--- src/rtl/triplet_packer_pkg.sv ---
// Shared constants for the triplet packer and the downstream three-operand adder.
// Slot encoding names the next operand position to be filled.
package triplet_packer_pkg;

   localparam int DATA_W      = 32;
   localparam int TRIPLET_LEN = 3;

   typedef enum logic [1:0] {
      SLOT0 = 2'd0,
      SLOT1 = 2'd1,
      SLOT2 = 2'd2
   } slot_e;

endpackage

--- src/rtl/triplet_packer.sv ---
// Packs a serial word stream into operand triplets (a, b, c) for a 3-input adder.
// Frames ending early are zero-padded; all state moves on the falling clock edge.
module triplet_packer #(
   parameter int DATA_W = triplet_packer_pkg::DATA_W
) (
   input  logic              clk,
   input  logic              rst,
   input  logic [DATA_W-1:0] in_data,
   input  logic              in_valid,
   input  logic              in_last,
   output logic              in_ready,
   output logic [DATA_W-1:0] out_a,
   output logic [DATA_W-1:0] out_b,
   output logic [DATA_W-1:0] out_c,
   output logic              out_valid,
   output logic              out_last,
   input  logic              out_ready
);

   import triplet_packer_pkg::*;

   slot_e             slot_q, slot_d;
   logic [DATA_W-1:0] hold0_q, hold0_d;
   logic [DATA_W-1:0] hold1_q, hold1_d;
   logic [DATA_W-1:0] out_a_q, out_a_d;
   logic [DATA_W-1:0] out_b_q, out_b_d;
   logic [DATA_W-1:0] out_c_q, out_c_d;
   logic              out_valid_q, out_valid_d;
   logic              out_last_q, out_last_d;
   logic              accept;

   assign in_ready  = !out_valid_q || out_ready;
   assign accept    = in_valid && in_ready;
   assign out_a     = out_a_q;
   assign out_b     = out_b_q;
   assign out_c     = out_c_q;
   assign out_valid = out_valid_q;
   assign out_last  = out_last_q;

   always_comb begin
      slot_d      = slot_q;
      hold0_d     = hold0_q;
      hold1_d     = hold1_q;
      out_a_d     = out_a_q;
      out_b_d     = out_b_q;
      out_c_d     = out_c_q;
      out_valid_d = out_valid_q;
      out_last_d  = out_last_q;

      // A consumed triplet drops valid unless a new one lands below.
      if (out_ready) begin
         out_valid_d = 1'b0;
         out_last_d  = 1'b0;
      end

      if (accept) begin
         unique case (slot_q)
            SLOT0: begin
               if (in_last) begin
                  out_a_d     = in_data;
                  out_b_d     = '0;
                  out_c_d     = '0;
                  out_valid_d = 1'b1;
                  out_last_d  = 1'b1;
                  slot_d      = SLOT0;
               end else begin
                  hold0_d = in_data;
                  slot_d  = SLOT1;
               end
            end
            SLOT1: begin
               if (in_last) begin
                  out_a_d     = hold0_q;
                  out_b_d     = in_data;
                  out_c_d     = '0;
                  out_valid_d = 1'b1;
                  out_last_d  = 1'b1;
                  slot_d      = SLOT0;
               end else begin
                  hold1_d = in_data;
                  slot_d  = SLOT2;
               end
            end
            SLOT2: begin
               out_a_d     = hold0_q;
               out_b_d     = hold1_q;
               out_c_d     = in_data;
               out_valid_d = 1'b1;
               out_last_d  = in_last;
               slot_d      = SLOT0;
            end
            default: slot_d = SLOT0;
         endcase
      end
   end

   always_ff @(negedge clk or negedge rst) begin
      if (!rst) begin
         slot_q      <= SLOT0;
         hold0_q     <= '0;
         hold1_q     <= '0;
         out_a_q     <= '0;
         out_b_q     <= '0;
         out_c_q     <= '0;
         out_valid_q <= 1'b0;
         out_last_q  <= 1'b0;
      end else begin
         slot_q      <= slot_d;
         hold0_q     <= hold0_d;
         hold1_q     <= hold1_d;
         out_a_q     <= out_a_d;
         out_b_q     <= out_b_d;
         out_c_q     <= out_c_d;
         out_valid_q <= out_valid_d;
         out_last_q  <= out_last_d;
      end
   end

endmodule

--- config.mk ---
export PLATFORM = sky130hd
export DESIGN_NAME = triplet_packer
export DESIGN_NICKNAME = d
export VERILOG_FILES = /design/src/rtl/triplet_packer_pkg.sv /design/src/rtl/triplet_packer.sv
export SDC_FILE = /design/constraint.sdc
export NUM_CORES = 1
export LEC_CHECK = 0
export CAP_MARGIN = 20
export CORE_UTILIZATION = 47
export CTS_CLUSTER_SIZE = 16
export DETAILED_ROUTE_END_ITERATION = 8
export GPL_TIMING_DRIVEN = 0
export PLACE_DENSITY_LB_ADDON = 0.25
export SKIP_LAST_GASP = 1
export SYNTH_ARGS = -nofsm -noshare
export SYNTH_HDL_FRONTEND = slang
export SYNTH_SLANG_ARGS = --single-unit
export TNS_END_PERCENT = 10
--- constraint.sdc ---
create_clock -name clk -period 4.5 [get_ports clk]
set_clock_uncertainty 0.15 [all_clocks]
set_input_delay 0.9 -clock clk [delete_from_list [all_inputs] [get_ports clk]]
set_output_delay 0.9 -clock clk [all_outputs]
set_load 0.005 [all_outputs]
==> metrics.txt <==
Worst Slack Setup Final=-0.189 ns; library cells used by synthesis=33; Worst Path Buf+Inv=1; Psw=1750 uW; area delta synth->final=33.3%; Crit-path slowest cell=clkdlybuf4s50_1; DR iter-0 viols=about 450; Peak VDD IR=about 340 uV; Total Power=about 6000 uW; FILL cells=roughly 1200; DRT antenna net count=0; Top FF cell, synth=dfrtn_1; Clock power frac=0.260; clock buffer depth=2; Worst Setup End Kind=primary output; CP cell instances=clkdlybuf4s50_1; worst endpoint data arrival time=approximately 3.6 ns; total length of routed wires=~20000 um; Die X=between 100 and 150 um; failing checks=negative setup slack; Syn Nets=between 600 and 700; Fin Hold WS=between 0.2 and 0.3 ns; MaxCap Viol Count=0; total global routing overflow=0; Final Cell Area=between 0.009 and 0.01 mm^2; crit path max fanout=3; FF/Latch Area=0.00410 mm^2; LEAKAGE=about 0.0044 uW; final slew viol count=0; CP top delay family=buffers and inverters; post-synthesis sequential area ratio=0.550; status=complete, but fails checks; startpoint class of the critical path=flop; # DRC=0; Post-synth EDFFs=0; Area after DPL=between 0.009 and 0.01 mm^2; syn_area_per_cell=approximately 13 um^2; initial antenna violation count=1; Cell Pwr Density=between 500 and 600 mW/mm^2; DR vias=about 5700; cts hold-fix bufs=0; Pre-antenna DRT Iters=5; asr flop ratio synth=1.00; Port Buffers=about 130; first-pass GRT wire length=between 30000 and 40000 um; Skew-Pair Late Insertion Delay=approximately 0.4 ns; pin count of the biggest net entering global routing=90; Clock Tree Root=clkbuf_16; Place WS=-0.652 ns; Switching Share=0.296; HP Class=reg2reg; Setup CP Type=reg2out; number of setup violations in the final report=roughly 120; Syn Inst Count=slightly below 600; H-tree depth=4; Die ar.=around 0.016 mm^2; final-stage net count=around 800; clock sink count=164; Slew @ Worst Pin=~0.70 ns; Netlist Area Pre-Place=between 0.007 and 0.008 mm^2; ratio of cells with drive above 1 in the final layout=0.225; Clock transition at path regs=0.05 ns; Total Routing Usage GR=0.255; YS warnings=0; crit-path max cell delay=about 0.54 ns; Via density=between 5 and 6; FF+latch count, synth=between 150 and 200; Req. time, crit path=between 3 and 4 ns; Top-Level Pins=136; CTS buffer count=17; Starting Density=0.485; endpoints failing hold=0; Die Ht=128 um; combinational power share=0.334; core area=0.0154 mm^2; number of global-route vias before repair=approximately 5800; Slew HR=0.536; Reg power frac=0.406; DPL Wire Length=roughly 13000 um; Routed WL per cell=approximately 20 um; CTS tree=yes; Multi-input gate area=roughly 0.0029 mm^2; Cell Rows=between 40 and 50; RSZ-0062 raised after global routing=true; Final GP Congestion=0.797; Int Pwr=around 4200 uW
## sequential cells by signal, summed over array words and instances, names as in the netlist
signal,flops
out_valid,1
out_a,32
hold0_q,32
out_b,32
slot_q,2
out_last,1
out_c,32
hold1_q,32
## worst paths after layout
kind	slack (ns)	from	cells past startpoint	end
setup / recovery	-0.19	out_a[30]	1	out_a[30]
hold / removal	0.29	out_b[24]	1	out_b[24]
setup reg to reg	2.08	slot_q[1]	8	out_b[17]
hold reg to reg	0.29	out_b[24]	1	out_b[24]
max in group asynchronous	0.88	rst	2	hold0_q[7]
min in group asynchronous	2.46	rst	1	out_c[24]
## metrics by stage
stage                     utilization  TNS [ns]  instances
after floorplan                     -         0        588
after global placement          0.590  -1081.68        933
after detailed placement        0.592    -89.46        934
after CTS                       0.640    -14.06        971
after global routing            0.647    -15.79        981
final                           0.647    -10.64        981
## cell usage in the layout (no fill, tap or decap), types with 2 or more instances in the layout
cell / n
nand4b_4: 2
ha_1: 4
inv_1: 53
nand4b_1: 13
o221a_2: 4
o2bb2ai_1: 32
mux2i_1: 32
clkbuf_2: 3
clkbuf_1: 17
bufinv_16: 4
mux2_1: 8
dlymetal6s2s_1: 17
mux2_2: 56
dlygate4sd2_1: 3
clkbuf_16: 17
dfrtn_1: 164
a31o_2: 19
buf_8: 3
nor2_1: 19
o2111ai_4: 2
clkdlybuf4s50_1: 112
clkinv_2: 2
buf_4: 24
buf_6: 11
buf_2: 14
o221a_1: 28
clkinvlp_4: 3
a22oi_1: 32
nand2_1: 34
a41oi_1: 19
clkbuf_8: 3
a21bo_2: 2
## synthesized netlist by cell type, types with 2 or more instances
cell       number  area, um^2
nand2_1        34         128
inv_1          53         199
mux2_2         56         631
buf_2          22         110
o221a_1        28         315
a41oi_1        19         166
a21bo_2         2        20.0
o221a_2         4        45.0
nand4b_1       13         114
o2bb2ai_1      32         280
a22oi_1        32         240
o2111ai_4       2        52.6
clkbuf_1       18        67.6
ha_1            4        50.1
nand4b_4        2        47.6
buf_4           8        60.1
mux2i_1        32         320
mux2_1          8        90.1
a31o_2         19         166
buf_6           6        67.6
dfrtn_1       164        4100
nor2_1         19        71.3
## power by group through the flow
stage / combinational [uW] / clock (uW) / sequential [uW]
3_5_place_dp: 1880 / 0 / 2410
2_1_floorplan: 1010 / 0 / 2340
5_1_grt: 2120 / 1620 / 2460
4_1_cts: 1930 / 1550 / 2400
3_3_place_gp: 1810 / 0 / 2380
6_report: 1970 / 1540 / 2400
## worst register-to-register path, delay by kind of cell, from the launching register on
kind | cells | cell delay (ns)
AO/OA/AOI/OAI | 3 | 0.62
adder cells (fa/ha/maj) | 1 | 0.19
buffers and inverters | 4 | 0.77
flip-flops | 1 | 0.54
## final cells by class
class / count / area share
Sequential cell: 164 / 0.413
Clock inverter: 9 / 0.0153
Tap cell: 211 / 0.0265
Buffer: 54 / 0.0380
Antenna cell: 1 / 0.000252
Clock buffer: 22 / 0.0467
Timing Repair Buffer: 150 / 0.154
Inverter: 53 / 0.0200
Multi-Input combinational cell: 317 / 0.287
## cell families after synthesis
family | count (synthesis) | share of synthesized area
adders and majority gates | 4 | 0.00671
DFF | 164 | 0.550
buffers and inverters | 107 | 0.0676
and+or+nand+nor | 74 | 0.0562
muxes | 96 | 0.140
AOI/OAI and AO/OA | 143 | 0.180
## routing by layer
layer | part of all wire | GRT usage
met1 | 0.45 | 0.343
met2 | 0.47 | 0.400
met3 | 0.058 | 0.0639
met4 | 0.018 | 0.0941
met5 | 0 | 0
## repair_timing
action	CTS	global route
setup endpoints to repair	252	176
pin swaps	1	0
resized for setup	32	17
cloned	1	0
setup buffers	5	9
hold endpoints to repair	0	0
No activity file was read; power rests on OpenSTA's default activity.
